==> src/rtl/hs_ram_arbiter.sv <==
// hs_ram_arbiter: pauses the game core, waits for it to settle, then lends the shared work-RAM port to the hiscore engine.
// Define HS_TIMEOUT_EN to add a grant watchdog that revokes over-long grants and pulses hs_abort.
module hs_ram_arbiter #(
  parameter int AW      = 11,
  parameter int SETTLE  = 16,
  parameter int TIMEOUT = 65535
) (
  input  logic          clk_sys,
  input  logic          reset_n,
  input  logic          user_pause,
  input  logic          hs_req,
  input  logic [AW-1:0] hs_addr,
  input  logic [7:0]    hs_wdata,
  input  logic          hs_we,
  input  logic [AW-1:0] cpu_addr,
  input  logic [7:0]    cpu_wdata,
  input  logic          cpu_we,
  input  logic [7:0]    ram_rdata,
  output logic [AW-1:0] ram_addr,
  output logic [7:0]    ram_wdata,
  output logic          ram_we,
  output logic [7:0]    cpu_rdata,
  output logic [7:0]    hs_rdata,
  output logic          hs_gnt,
  output logic          core_pause,
  output logic          hs_abort
);

  // Gray-ordered: every legal transition flips one bit, so the core_pause decode cannot glitch.
  typedef enum logic [1:0] {
    IDLE    = 2'b00,
    PAUSING = 2'b01,
    GRANT   = 2'b11,
    RELEASE = 2'b10
  } state_t;

  localparam logic [7:0] SETTLE_LOAD = 8'(SETTLE - 1);

  state_t     state_r;
  state_t     state_nxt_s;
  logic [7:0] settle_r;
  logic [7:0] settle_nxt_s;
  logic       gnt_d_r;
  logic       gnt_s;
  logic       abort_s;
  logic       block_s;

  assign gnt_s = (state_r == GRANT);

`ifdef HS_TIMEOUT_EN
  localparam logic [15:0] WD_LAST = 16'(TIMEOUT - 1);

  logic [15:0] wd_r;
  logic        aborted_r;

  assign abort_s = gnt_s && hs_req && (wd_r == WD_LAST);
  assign block_s = aborted_r;

  // Watchdog: counts grant cycles, cleared whenever the port is not granted.
  always_ff @(posedge clk_sys or negedge reset_n) begin
    if (!reset_n) begin
      wd_r <= 16'd0;
    end else if (gnt_s) begin
      wd_r <= wd_r + 16'd1;
    end else begin
      wd_r <= 16'd0;
    end
  end

  // After an abort, a new request is only honoured once hs_req has been seen low.
  always_ff @(posedge clk_sys or negedge reset_n) begin
    if (!reset_n) begin
      aborted_r <= 1'b0;
    end else if (abort_s) begin
      aborted_r <= 1'b1;
    end else if (!hs_req) begin
      aborted_r <= 1'b0;
    end else begin
      aborted_r <= aborted_r;
    end
  end
`else
  logic [15:0] unused_timeout_s;

  assign unused_timeout_s = 16'(TIMEOUT);
  assign abort_s          = 1'b0;
  assign block_s          = 1'b0;
`endif

  // State, settle/release counter and delayed grant registers.
  always_ff @(posedge clk_sys or negedge reset_n) begin
    if (!reset_n) begin
      state_r  <= IDLE;
      settle_r <= 8'd0;
      gnt_d_r  <= 1'b0;
    end else begin
      state_r  <= state_nxt_s;
      settle_r <= settle_nxt_s;
      gnt_d_r  <= gnt_s;
    end
  end

  // Next-state logic; the counter doubles as the two-cycle release timer.
  always_comb begin
    state_nxt_s  = state_r;
    settle_nxt_s = settle_r;
    case (state_r)
      IDLE: begin
        if (hs_req && !block_s) begin
          state_nxt_s  = PAUSING;
          settle_nxt_s = SETTLE_LOAD;
        end else begin
          state_nxt_s  = IDLE;
          settle_nxt_s = 8'd0;
        end
      end
      PAUSING: begin
        if (!hs_req) begin
          state_nxt_s  = IDLE;
          settle_nxt_s = 8'd0;
        end else if (settle_r == 8'd0) begin
          state_nxt_s  = GRANT;
          settle_nxt_s = 8'd0;
        end else begin
          state_nxt_s  = PAUSING;
          settle_nxt_s = settle_r - 8'd1;
        end
      end
      GRANT: begin
        if (!hs_req || abort_s) begin
          state_nxt_s  = RELEASE;
          settle_nxt_s = 8'd1;
        end else begin
          state_nxt_s  = GRANT;
          settle_nxt_s = 8'd0;
        end
      end
      RELEASE: begin
        if (settle_r == 8'd0) begin
          state_nxt_s  = IDLE;
          settle_nxt_s = 8'd0;
        end else begin
          state_nxt_s  = RELEASE;
          settle_nxt_s = settle_r - 8'd1;
        end
      end
      default: begin
        state_nxt_s  = IDLE;
        settle_nxt_s = 8'd0;
      end
    endcase
  end

  // Port mux; writes are suppressed while the core is settling or being released, and in reset.
  always_comb begin
    ram_addr  = cpu_addr;
    ram_wdata = cpu_wdata;
    ram_we    = 1'b0;
    if (gnt_s) begin
      ram_addr  = hs_addr;
      ram_wdata = hs_wdata;
      ram_we    = hs_we & reset_n;
    end else begin
      ram_addr  = cpu_addr;
      ram_wdata = cpu_wdata;
      ram_we    = cpu_we & reset_n & (state_r == IDLE);
    end
  end

  // Read-data return paths and status outputs.
  always_comb begin
    cpu_rdata = ram_rdata;
    hs_rdata  = 8'd0;
    if (gnt_d_r) begin
      hs_rdata = ram_rdata;
    end else begin
      hs_rdata = 8'd0;
    end
    hs_gnt     = gnt_s;
    hs_abort   = abort_s;
    core_pause = user_pause | (state_r != IDLE);
  end

endmodule

==> config.mk <==
export PLATFORM = sky130hd
export DESIGN_NAME = hs_ram_arbiter
export DESIGN_NICKNAME = d
export VERILOG_FILES = /design/src/rtl/hs_ram_arbiter.sv
export SDC_FILE = /design/constraint.sdc
export NUM_CORES = 1
export LEC_CHECK = 0
export ABC_AREA = 1
export ABC_CLOCK_PERIOD_IN_PS = 1400
export CORE_MARGIN = 2
export CORE_UTILIZATION = 27
export DETAILED_ROUTE_END_ITERATION = 8
export PLACE_DENSITY = 0.73
export SLEW_MARGIN = 15
export SYNTH_ARGS = -nofsm -noshare
export SYNTH_HDL_FRONTEND = slang
export SYNTH_SLANG_ARGS = --single-unit
==> constraint.sdc <==
create_clock -name clk_sys -period 1.4 [get_ports clk_sys]
set_input_delay 0.42 -clock clk_sys [delete_from_list [all_inputs] [get_ports clk_sys]]
set_output_delay 0.42 -clock clk_sys [all_outputs]
set_load 0.01 [all_outputs]
==> metrics, run 1 <==
CTS Sinks=11; area of the multi-input gates=613 um2; Fin. Hold Viols=0; H-Tree Depth=1; Core ar.=3390 um2; most used cell, CP=nand2_1; Clock Skew=0.00146 ns; chip width=64.0 um; GR Overflow Total=0; n_diodes=0; Unique masters post-synth=17; Num CTS Buffers=3; register share of total power=18.0%; Setup Viol. Count Final=22; clk_lat worst skew=0.27 ns; Fmax=597 MHz; PortBufs=89; max-slew violations=0; gpl congestion=0.798; fin crit period=1.68 ns; initial antenna violation count=0; Setup crit start kind=flop; vias in the first global route=1234; die extent in y=64.0 um; Rows=21; Int Power=1.66 mW; register area share after synthesis=28.3%; global-route wire length before repair=5.30 mm; asr flop ratio synth=100%; Final Power=3.06 mW; Peak VDD IR=785 uV; failing checks=setup timing; Via-to-Cell Ratio=4.16; area leader, netlist=nand2_1; dpl ws=-0.669 ns; synth cell count leaders=nand2_1, inv_1, nor2_1; starting density of the core=28.7%; Final Util=58.6%; Filler Cells Inserted=332; clock share of power=7.1%; DRT Pass-1 Iters=4; Syn Nets=223; Tcrit/Tclk final=120%; drt wl/cell=10.1 um; Critical-path top delay cell=dfrtp_1; Root Driver=clkbuf_4; via count=1285; Buf/Inv on CP=3; RSZ-0062 raised after global routing=yes; ANT nets after route=0; # IOs=91; Post-synth top flop=dfrtp_1; crit path from=state_r[0]; Sw Share=45.8%; Mapped Cells=169; die area=4100 um2; R2R Setup Slk=0.11 ns; share of the synthesized area in the top cell type=34.7%; total of max-cap violations=0; synthesized area=973 um2; Worst Reg-to-Reg Cells=8; slowest stage delay, CP=0.39 ns; cell area power density=1540 nW/um2; delay-heaviest family, CP=flip-flops; static leakage=1.09 nW; deepest clock path buffer count=2; CP required=0.98 ns; CTS tree=done; Area contributors post-synth=nand2_1, dfrtp_1, buf_4, inv_1, nor2_1; run status=complete, but fails checks; Final Hold Slack=0.288 ns; Synth Area per Inst=5.76 um2; synthesis-stage register bit count=11; sequential cell area=277 um2; crit-path max FO=8; initial DRC count=29; DR DRC count=0; r2r endpoint=settle_r[2]; Yosys Warn Count=0; Crit. End Element=primary output; worst hold path type=in -> async; CP cell instances=nand2_2, buf_6, buf_8, nand2_1, nand2_1, buf_2; Reg clk slew, reported paths=0.07 ns; final worst slack=-0.276 ns; Area growth syn-to-layout=104%; Logic pwr share=74.9%; Total GRT Usage=15.9%; layout cell share with drive strength beyond 1=33.1%; reg-to-reg critical path startpoint=state_r[0]; Nets=318; final WL=3.13 mm; CP Depth=6; crit path kind=reg -> out; count leader, synth=nand2_1; Post-synth EDFFs=0; Switching Power=1.40 mW; largest net degree at the start of global routing=12; dpl hpwl=2.40 mm; CP arrival=1.26 ns
-- worst register-to-register path: cells and delay by family, from the launching register on --
family | cells | cell delay, ns
AO/OA/AOI/OAI | 1 | 0.11
buffers and inverters | 3 | 0.36
flip-flops | 1 | 0.39
AND/OR/NAND/NOR | 4 | 0.38
-- routing by layer --
metal  share of wire [%]  vias to the layer above  GRT usage, %  wire length, um
met4                0.89                        0          5.16               28
met5                   0                        -             0                0
met2                  50                       56          28.5             1550
li1                    -                      676             -                -
met3                 8.5                        4          2.64              266
met1                  41                      549          19.0             1280
-- worst max-delay path by stage --
stage	endpoint	slack, ns
2_1_floorplan	ram_addr[0]	0.02
3_3_place_gp	ram_we	-0.67
3_5_place_dp	ram_we	-0.67
4_1_cts	ram_wdata[1]	-0.34
5_1_grt	ram_wdata[5]	-0.34
6_report	ram_wdata[5]	-0.28
-- area by class of cell --
class,count,share of cell area (%)
Clock buffer,4,1.32
Tap cell,46,2.90
Inverter,20,3.91
Multi-Input combinational cell,124,30.9
Timing Repair Buffer,104,47.1
Sequential cell,11,13.9
-- metrics by stage --
step	cells	TNS, ns	cell area, um2
floorplan	169	0	973
global placement	301	-20.51	1920
detailed placement	301	-20.67	1920
CTS	310	-6.18	1910
global route	309	-7.02	1990
finish	309	-5.34	1990
-- flip-flops by register name, summed over array words and instances, names as in the netlist --
name / count
settle_r: 8
state_r: 2
gnt_d_r: 1
-- logic make-up after synthesis --
kind of cell | count (synthesis) | share of synthesized area [%]
DFF | 11 | 28.3
xor gates and xnor gates | 2 | 1.80
adders and majority gates | 2 | 2.57
and+or+nand+nor | 114 | 46.5
other | 1 | 0.385
AOI/OAI and AO/OA | 5 | 3.21
buffers and inverters | 34 | 17.2
-- power by group through the flow --
stage	clock, mW	sequential [mW]	combinational [mW]
3_5_place_dp	0	0.545	2.16
2_1_floorplan	0	0.515	1.18
6_report	0.218	0.550	2.29
5_1_grt	0.236	0.565	2.58
4_1_cts	0.228	0.546	2.21
3_3_place_gp	0	0.546	2.15
-- cell usage in the layout (no fill, tap or decap), drive strengths merged, types with 2 or more instances in the layout --
cell / instances
buf: 45
clkbuf: 4
clkdlybuf4s15: 2
clkdlybuf4s50: 42
dfrtp: 11
dlygate4sd2: 15
ha: 2
inv: 20
nand2: 90
nand3: 6
nor2: 18
o21ai: 3
xor2: 2
-- what timing repair did --
item                                    CTS  global route
endpoints found under the setup margin   38            36
pin swaps                                14            21
cloned                                    2             0
hold buffers                              0             0
buffers inserted                          3             0
gates resized for setup                 160            32
(Power assumes the default switching activity.)
==> run 2, diff against run 1 <==
Settings changed: SETUP_SLACK_MARGIN set to 0.3.
==> run 2 against run 1 <==
Against the previous run: the flow still finishes with violations (setup timing); cell count rose by 2.3%; sequential share of layout area fell by 1.3 points; register-to-register slack got worse by 0.02 ns; global-route usage rose by 2.3 points; cell area rose by 9.9%; worst setup slack got worse by 0.033 ns; die area did not move; non-clock buffer count rose by 7; combinational power rose by 23%; first-iteration DRC count fell by 10%; clock power rose by 8%; critical endpoint is now ram_wdata[4].
==> metrics, run 2 (synthesis results as in run 1) <==
run status=complete, but fails checks; failing checks=setup timing; starting density of the core=28.7% (unchanged); CP required=0.98 ns (about the same); die area=4100 um2 (unchanged); cell area power density=1670 nW/um2 (+8.2%); Fin. Hold Viols=0 (unchanged); RSZ-0062 raised after global routing=yes; reg-to-reg critical path startpoint=state_r[0]; CP arrival=1.29 ns (+0.03 ns); H-Tree Depth=1 (unchanged); dpl cell area=1960 um2 (+2.0%); chip width=64.0 um (unchanged); crit path kind=reg -> out; worst hold path type=in -> async; r2r endpoint=settle_r[5]; Setup Viol. Count Final=30 (+36%); max-slew violations=0 (unchanged); commonest non-fill, non-tap cell in the layout=nand2_2; sequential cell area=277 um2 (unchanged); Largest regs=settle_r: 8 flops, state_r: 2 flops, gnt_d_r: 1 flops; ANT nets after route=0 (unchanged); final WL=3.63 mm (+16%); fin area=2180 um2 (+9.9%); Worst Reg-to-Reg Cells=7 (-1); Reg clk slew, reported paths=0.08 ns (about the same); global-route wire length before repair=5.92 mm (+12%); area of the multi-input gates=718 um2 (+17%); register share of total power=15.9% (-2.1 points); largest register by flop count=settle_r; final worst slack=-0.309 ns (-0.0328 ns); vias in the first global route=1285 (+4.1%); Peak VDD IR=809 uV (+3.0%); GR Overflow Total=0 (unchanged); Logic pwr share=77.6% (+2.7 points); Final Power=3.64 mW (+19%); initial DRC count=26 (-10%); crit path from=state_r[0]; Core ar.=3390 um2 (unchanged); Rows=21 (unchanged); dpl hpwl=2.64 mm (+10%); Layout Cells excl Fill=316 (+2.3%); Via-to-Cell Ratio=4.32 (+3.8%); crit-path max FO=6 (-2); Area growth syn-to-layout=124%; Tcrit/Tclk final=122% (+2.3 points); fin crit period=1.71 ns (+0.0328 ns); die extent in y=64.0 um (unchanged); Int Power=1.97 mW (+19%); initial antenna violation count=0 (unchanged); CTS tree=done; total of max-cap violations=0 (unchanged); via count=1364 (+6.1%); # IOs=91 (unchanged); commonest non-fill, non-tap cells in the layout=nand2_2, nand2_1, clkdlybuf4s50_1; drt wl/cell=11.5 um (+13%); DRT Pass-1 Iters=4 (unchanged); clk_lat worst skew=0.28 ns (about the same); R2R Setup Slk=0.09 ns (-0.02 ns); Num CTS Buffers=3 (unchanged); Clock Skew=0.00571 ns (+0.00425 ns); Nets=325 (+2.2%); Fmax=585 MHz (-1.9%); Root Driver=clkbuf_4; n_diodes=0 (unchanged); CTS Sinks=11 (unchanged); Filler Cells Inserted=299 (-9.9%); gpl congestion=0.842 (+5.5%); Total GRT Usage=18.1% (+2.3 points); Setup crit start kind=flop; layout cell share with drive strength beyond 1=51.1% (+18 points); placed insts=301 (unchanged); static leakage=1.17 nW (+7.3%); DR DRC count=0 (unchanged); largest net degree at the start of global routing=12 (unchanged); PortBufs=89 (unchanged); deepest clock path buffer count=2 (unchanged); Crit. End Element=primary output; Sw Share=45.8% (-0.059 points); max reg flops=8 (unchanged); Switching Power=1.66 mW (+19%); clock share of power=6.4% (-0.7 points); hold-fix buffers at CTS=0 (unchanged)
[run 2: cell types whose count changed in the layout (fill, tap and decap cells not counted), sizes merged]
cell and delta:
dlygate4sd2 -13, clkdlybuf4s50 -1, buf +23, clkdlybuf4s15 -2
[run 2: worst max path at each step]
stage,end,slack [ns],depth (start not counted)
floorplan,ram_addr[0],0.17,4
global placement,ram_we,-0.66,4
detailed placement,ram_we,-0.66,4
CTS,ram_wdata[1],-0.25,6
global route,ram_wdata[2],-0.37,6
finish,ram_wdata[4],-0.31,6
[run 2: stage by stage]
step | setup WS (ns) | TNS, ns | utilization (%) | hold WS, ns
floorplan | 0.170 | 0 | - | 0.124
CTS | -0.254 | -5.25 | 60.8 | 0.305
detailed placement | -0.661 | -20.77 | 57.9 | 0.550
global placement | -0.662 | -20.44 | 57.9 | 0.520
global route | -0.367 | -7.66 | 64.4 | 0.305
finish | -0.309 | -6.19 | 64.4 | 0.279
[run 2: layout make-up]
cell class	count	share of cell area, %
Clock buffer	4	1.20
Tap cell	46	2.64
Sequential cell	11	12.7
Timing Repair Buffer	111	47.0
Multi-Input combinational cell	124	32.9
Inverter	20	3.56
[run 2: timing repair]
item                       CTS  global route
setup endpoints to repair   47            39
setup buffers                7             3
cloned                       0             1
gates resized for setup    245            28
pin swaps                   12             9
[run 2: routing by layer]
metal	global-route usage [%]	vias to the layer above	wire length (um)	part of all wire (%)
met5	0	-	0	0
met4	6.52	0	66	1.8
met3	4.23	6	312	8.6
met2	33.1	62	1880	52
met1	20.3	605	1370	38
li1	-	691	-	-
[run 2: worst max-delay path, stage by stage, from the launching register on]
cell and delay (ns):
dfrtp_1 0.42, nand2_4 0.12, buf_6 0.12, buf_6 0.12
nand2_1 0.06, nand2_2 0.07, buf_6 0.09
[run 2: power by group through the flow]
stage	clock network [mW]	registers, mW	logic, mW
floorplan	0	0.520	1.31
global placement	0	0.549	2.20
detailed placement	0	0.553	2.23
CTS	0.231	0.556	2.53
global route	0.250	0.599	3.10
finish	0.235	0.579	2.82
==> run 3, diff against run 2 <==
Settings changed: ABC_CLOCK_PERIOD_IN_PS 1400 to unset.
==> results of run 3 <==
No change in the layout: final DEF, timing and power equal those of run 2.
